`config.mk`:
```
export PLATFORM = sky130hd
export DESIGN_NAME = spi_column_loader
export DESIGN_NICKNAME = d
export VERILOG_FILES = /design/src/rtl/spi_column_loader.sv
export SDC_FILE = /design/constraint.sdc
export NUM_CORES = 1
export LEC_CHECK = 0
export CAP_MARGIN = 20
export CORE_MARGIN = 2
export CORE_UTILIZATION = 41
export DETAILED_ROUTE_END_ITERATION = 7
export PLACE_DENSITY_LB_ADDON = 0.12
export SYNTH_ARGS = -nofsm -noshare
export SYNTH_HDL_FRONTEND = slang
export SYNTH_SLANG_ARGS = --single-unit
export TNS_END_PERCENT = 20
```
`constraint.sdc`:
```
create_clock -name clk -period 8.15 [get_ports clk]
set_input_delay 1.63 -clock clk [delete_from_list [all_inputs] [get_ports clk]]
set_output_delay 1.63 -clock clk [all_outputs]
set_load 0.02 [all_outputs]
```
`src/rtl/spi_column_loader.sv`:
```
// Assembles SPI bytes (low byte first) into 16-bit column words and streams them
// to a column buffer, resyncing to column 0 if a frame stalls mid-way.
//
// state | meaning
// S_LO  | awaiting the low byte of the next column word
// S_HI  | low byte held, awaiting the high byte
module spi_column_loader #(
  parameter int NUM_COLS       = 640,
  parameter int TIMEOUT_CYCLES = 1000000
) (
  input  logic        clk,
  input  logic        rst,
  input  logic [7:0]  byte_data,
  input  logic        byte_valid,
  output logic        wr_en,
  output logic [9:0]  wr_addr,
  output logic [15:0] wr_data,
  output logic        frame_done,
  output logic        resync_err
);

  localparam int CW = (TIMEOUT_CYCLES > 1) ? $clog2(TIMEOUT_CYCLES) : 1;
  localparam logic [CW-1:0] IDLE_MAX = CW'(TIMEOUT_CYCLES - 1);
  localparam logic [9:0]    COL_MAX  = 10'(NUM_COLS - 1);

  typedef enum logic {S_LO, S_HI} state_t;

  state_t          state;
  logic [2:0]      sync;
  logic [1:0]      arm_cnt;
  logic            armed;
  logic            evt;
  logic            evt_q;
  logic [7:0]      byte_q;
  logic [7:0]      lo_byte;
  logic [9:0]      col_idx;
  logic [CW-1:0]   idle_cnt;
  logic            mid_frame;

  // Edges are masked until the history flop has caught up after reset, so a
  // byte_valid already high at release is absorbed rather than seen as a byte.
  assign armed     = (arm_cnt == 2'd3);
  assign evt       = sync[1] & ~sync[2] & armed;
  assign mid_frame = (state == S_HI) || (col_idx != 10'd0);

  always_ff @(posedge clk or posedge rst) begin
    if (rst) begin
      sync    <= 3'b000;
      arm_cnt <= 2'd0;
      evt_q   <= 1'b0;
      byte_q  <= 8'h00;
    end else begin
      sync  <= {sync[1:0], byte_valid};
      evt_q <= evt;
      if (!armed)
        arm_cnt <= arm_cnt + 2'd1;
      if (evt)
        byte_q <= byte_data;
    end
  end

  always_ff @(posedge clk or posedge rst) begin
    if (rst) begin
      state      <= S_LO;
      lo_byte    <= 8'h00;
      col_idx    <= 10'd0;
      idle_cnt   <= '0;
      wr_en      <= 1'b0;
      wr_addr    <= 10'd0;
      wr_data    <= 16'h0000;
      frame_done <= 1'b0;
      resync_err <= 1'b0;
    end else begin
      wr_en      <= 1'b0;
      frame_done <= 1'b0;
      resync_err <= 1'b0;
      if (evt_q) begin
        idle_cnt <= '0;
        if (state == S_LO) begin
          lo_byte <= byte_q;
          state   <= S_HI;
        end else begin
          wr_en      <= 1'b1;
          wr_addr    <= col_idx;
          wr_data    <= {byte_q, lo_byte};
          frame_done <= (col_idx == COL_MAX);
          col_idx    <= (col_idx == COL_MAX) ? 10'd0 : col_idx + 10'd1;
          state      <= S_LO;
        end
      end else if (!mid_frame) begin
        idle_cnt <= '0;
      end else if (idle_cnt == IDLE_MAX) begin
        resync_err <= 1'b1;
        state      <= S_LO;
        col_idx    <= 10'd0;
        idle_cnt   <= '0;
      end else begin
        idle_cnt <= idle_cnt + 1'b1;
      end
    end
  end

endmodule

```
==> load_flow_metrics.sql <==
INSERT INTO impl_metrics (metric_group, metric, value, unit) VALUES
('layout', 'layout_overhead_on_the_synthesized_area', '19.6', '%'),
('global_route', 'globalRouteOverflowTotal', '0', ''),
('worst_setup_path', 'worst-setup-path-type', 'reg -> out', ''),
('clocking', 'cts-hold-fix-buffers', '0', ''),
('route', 'detail_route.vias_per_cell', '5.10', ''),
('synth', 'synth_cell_type_count', '46', ''),
('power_and_ir_drop', 'p_leak', '1.99', 'nW'),
('power_and_ir_drop', 'power-per-cell-area', '281', 'mW/mm^2'),
('clocking', 'numCtsBuffers', '9', ''),
('die', 'core-area', '0.00864', 'mm^2'),
('global_route', 'antenna_found_initial', '0', ''),
('die', 'std_cell_rows', '34', ''),
('synth', 'synthesis.area_per_instance', '9.98', 'um^2'),
('clocking', 'tritoncts', 'yes', ''),
('timing', 'fmaxAchievable', '0.336', 'GHz'),
('global_route', 'grt.total_usage', '15.7', '%'),
('timing', 'final.setup.worst_slack', '5.17', 'ns'),
('timing', 'period_needed', '2.98', 'ns'),
('synth', 'synth_fp_nets', '377', ''),
('die', 'die-height', '97.9', 'um'),
('clocking', 'cts.root.buffer_cell', 'sky130_fd_sc_hd__clkbuf_8', ''),
('worst_setup_path', 'cp_data_required_time', '6.52', 'ns'),
('run_status', 'run_status', 'finished clean', ''),
('worst_setup_path', 'timing.critical_path.buf_inv', '1', ''),
('timing', 'timing.final.hold_violations', '0', ''),
('route', 'remaining_drc_errors', '0', ''),
('synth', 'synth-edff-count', '0', ''),
('clocking', 'h-tree-depth', '3', ''),
('clocking', 'cts_sinks', '82', ''),
('layout', 'layout.filler_cells', '798', ''),
('worst_setup_path', 'critical-path-slowest-cell', 'sky130_fd_sc_hd__clkdlybuf4s50_1', ''),
('route', 'drt_first_iter_violations', '123', ''),
('timing', 'timing.final.setup_violations', '0', ''),
('timing', 'timing.final.crit_share', '36.6', '%'),
('timing', 'slew_viol_final', '0', ''),
('die', 'die_area', '0.00958', 'mm^2'),
('layout', 'final_cell_mix', 'sky130_fd_sc_hd__nand2_1, sky130_fd_sc_hd__dfrtp_1, sky130_fd_sc_hd__clkdlybuf4s50_1', ''),
('timing', 'grt_setup_unrepaired', 'no', ''),
('worst_setup_path', 'crit_path_cell_trace', 'clkdlybuf4s50_1', ''),
('die', 'initial_core_util', '41.8', '%'),
('die', 'die_x', '97.9', 'um'),
('synth', 'synth-seq-cells', '82', ''),
('route', 'drt_pre_antenna_iters', '4', ''),
('synth', 'synthesis.yosys.warnings', '0', ''),
('route', 'drt_wl_total', '7.16', 'mm'),
('global_route', 'grt_pass1_vias', '2401', ''),
('placement', 'routabilityCongestion', '0.850', ''),
('layout', 'layout_commonest_cell', 'sky130_fd_sc_hd__nand2_1', ''),
('layout', 'multi_input_area', '0.00146', 'mm^2'),
('timing', 'final.setup.tns', '0', 'ns'),
('placement', 'dp.final_hpwl', '4.57', 'mm'),
('worst_setup_path', 'crit_arrival', '1.35', 'ns'),
('timing', 'timing_worst_slew_pin_value', '0.963', 'ns'),
('clocking', 'clkSlewWorstSetupHoldPaths', '0.09', 'ns'),
('worst_setup_path', 'kind_of_cell_with_the_highest_combined_delay_on_the_critical_path', 'buffers and inverters', ''),
('worst_setup_path', 'startpoint_type_of_the_worst_setup_path', 'flip-flop', ''),
('placement', 'pre_cts_slack', '5.10', 'ns'),
('worst_hold_path', 'hold_path_class', 'reg -> reg', ''),
('placement', 'dpl_cell_area', '0.00408', 'mm^2'),
('placement', 'io_buffer_count', '39', ''),
('clocking', 'cts_resized', '0', ''),
('synth', 'cell_count_after_synthesis', '362', ''),
('worst_setup_path', 'cp-end-kind', 'output port', ''),
('layout', 'total_inserted_antenna_cells', '0', ''),
('worst_setup_path', 'timing.critical_path.fanout_max', '2', ''),
('route', 'via_count', '2618', ''),
('timing', 'worst_slew_margin_rel', '35.8', '%'),
('power_and_ir_drop', 'power', '1.21', 'mW'),
('die', 'design.portCount', '40', ''),
('layout', 'final_design_area_no_fill', '0.00432', 'mm^2'),
('clocking', 'clk_latency', '0.36', 'ns');
-- report_power, final --
group	switching, mW	total, mW	internal [mW]
clock network	0.161	0.314	0.154
logic	0.175	0.328	0.152
registers	0.0729	0.572	0.500
-- Yosys cell counts (2+ instances only) --
| cell type | instances | area share [%] |
|---|---|---|
| sky130_fd_sc_hd__a41oi_1 | 2 | 0.48 |
| sky130_fd_sc_hd__or3_1 | 4 | 0.69 |
| sky130_fd_sc_hd__nand3b_1 | 2 | 0.42 |
| sky130_fd_sc_hd__o21ai_1 | 5 | 0.69 |
| sky130_fd_sc_hd__nand4_1 | 3 | 0.52 |
| sky130_fd_sc_hd__xnor2_1 | 10 | 2.4 |
| sky130_fd_sc_hd__nand2_1 | 120 | 12 |
| sky130_fd_sc_hd__buf_2 | 5 | 0.69 |
| sky130_fd_sc_hd__a31oi_1 | 3 | 0.52 |
| sky130_fd_sc_hd__nor4b_1 | 2 | 0.48 |
| sky130_fd_sc_hd__nand4_2 | 2 | 0.69 |
| sky130_fd_sc_hd__ha_1 | 4 | 1.4 |
| sky130_fd_sc_hd__clkbuf_1 | 8 | 0.83 |
| sky130_fd_sc_hd__xor2_1 | 5 | 1.2 |
| sky130_fd_sc_hd__o211ai_1 | 2 | 0.42 |
| sky130_fd_sc_hd__nor2_1 | 20 | 2.1 |
| sky130_fd_sc_hd__a21oi_1 | 5 | 0.69 |
| sky130_fd_sc_hd__mux2_2 | 9 | 2.8 |
| sky130_fd_sc_hd__nand4b_1 | 2 | 0.48 |
| sky130_fd_sc_hd__and2_1 | 3 | 0.52 |
| sky130_fd_sc_hd__nand3_1 | 11 | 1.5 |
| sky130_fd_sc_hd__nor4_1 | 6 | 1.0 |
| sky130_fd_sc_hd__nand4_4 | 2 | 1.2 |
| sky130_fd_sc_hd__and4_2 | 2 | 0.55 |
| sky130_fd_sc_hd__o21ai_0 | 8 | 1.1 |
| sky130_fd_sc_hd__and3_1 | 6 | 1.0 |
| sky130_fd_sc_hd__dfrtp_1 | 82 | 57 |
| sky130_fd_sc_hd__and4_1 | 3 | 0.73 |
| sky130_fd_sc_hd__inv_1 | 7 | 0.73 |
| sky130_fd_sc_hd__nor3_1 | 3 | 0.42 |
-- per-layer routing --
metal  track usage [%]  part of all wire, %
met1              22.2                   49
met4              4.17                 0.87
met3              4.94                  3.8
met5                 0                    0
met2              23.6                   46
-- stage by stage --
step | hold slack [ns] | instances | util [%]
CTS | 0.368 | 512 | 49.7
global placement | 0.335 | 496 | 47.3
detailed placement | 0.349 | 496 | 47.3
finish | 0.363 | 513 | 50.0
global route | 0.382 | 513 | 50.0
floorplan | 0.331 | 362 | -
-- cells by family (layout without fill, tap and decap cells) --
kind of cell / count (synthesis) / count (layout) / synth area share [%]
AO/OA/AOI/OAI: 32 / 32 / 5.78
XOR/XNOR: 15 / 15 / 3.64
adder cells (fa/ha/maj): 4 / 4 / 1.39
buffers and inverters: 23 / 66 / 2.87
flip-flops: 82 / 82 / 56.8
multiplexers: 9 / 9 / 2.80
AND/OR/NAND/NOR: 197 / 197 / 26.7
-- final timing paths --
| check | startpoint | end | slack, ns | cells after the start |
|---|---|---|---|---|
| hold reg to reg | sync[0]$_DFF_PP0_ | sync[1]$_DFF_PP0_ | 0.36 | 0 |
| setup / recovery | wr_data[9]$_DFFE_PP0P_ | wr_data[9] | 5.17 | 1 |
| hold / removal | sync[0]$_DFF_PP0_ | sync[1]$_DFF_PP0_ | 0.36 | 0 |
| max in group asynchronous | rst | col_idx[9]$_DFFE_PP0P_ | 5.94 | 4 |
| min in group asynchronous | rst | wr_data[12]$_DFFE_PP0P_ | 1.63 | 3 |
| setup reg to reg | evt_q$_DFF_PP0_ | col_idx[2]$_DFFE_PP0P_ | 6.20 | 5 |
-- sequential cells by signal, summed over array words and instances, names as in the netlist, 2 cells and up --
name	cells
arm_cnt	2
byte_q	8
col_idx	10
idle_cnt	20
lo_byte	8
sync	3
wr_addr	10
wr_data	16
-- cell type report --
cell class / instances / area share, %
Clock buffer: 10 / 3.19
Tap cell: 108 / 3.13
Sequential cell: 82 / 47.5
Multi-Input combinational cell: 257 / 33.7
Clock inverter: 6 / 1.71
Inverter: 8 / 0.724
Timing Repair Buffer: 42 / 10.0
Note: power is estimated with default switching activity, not from simulation.
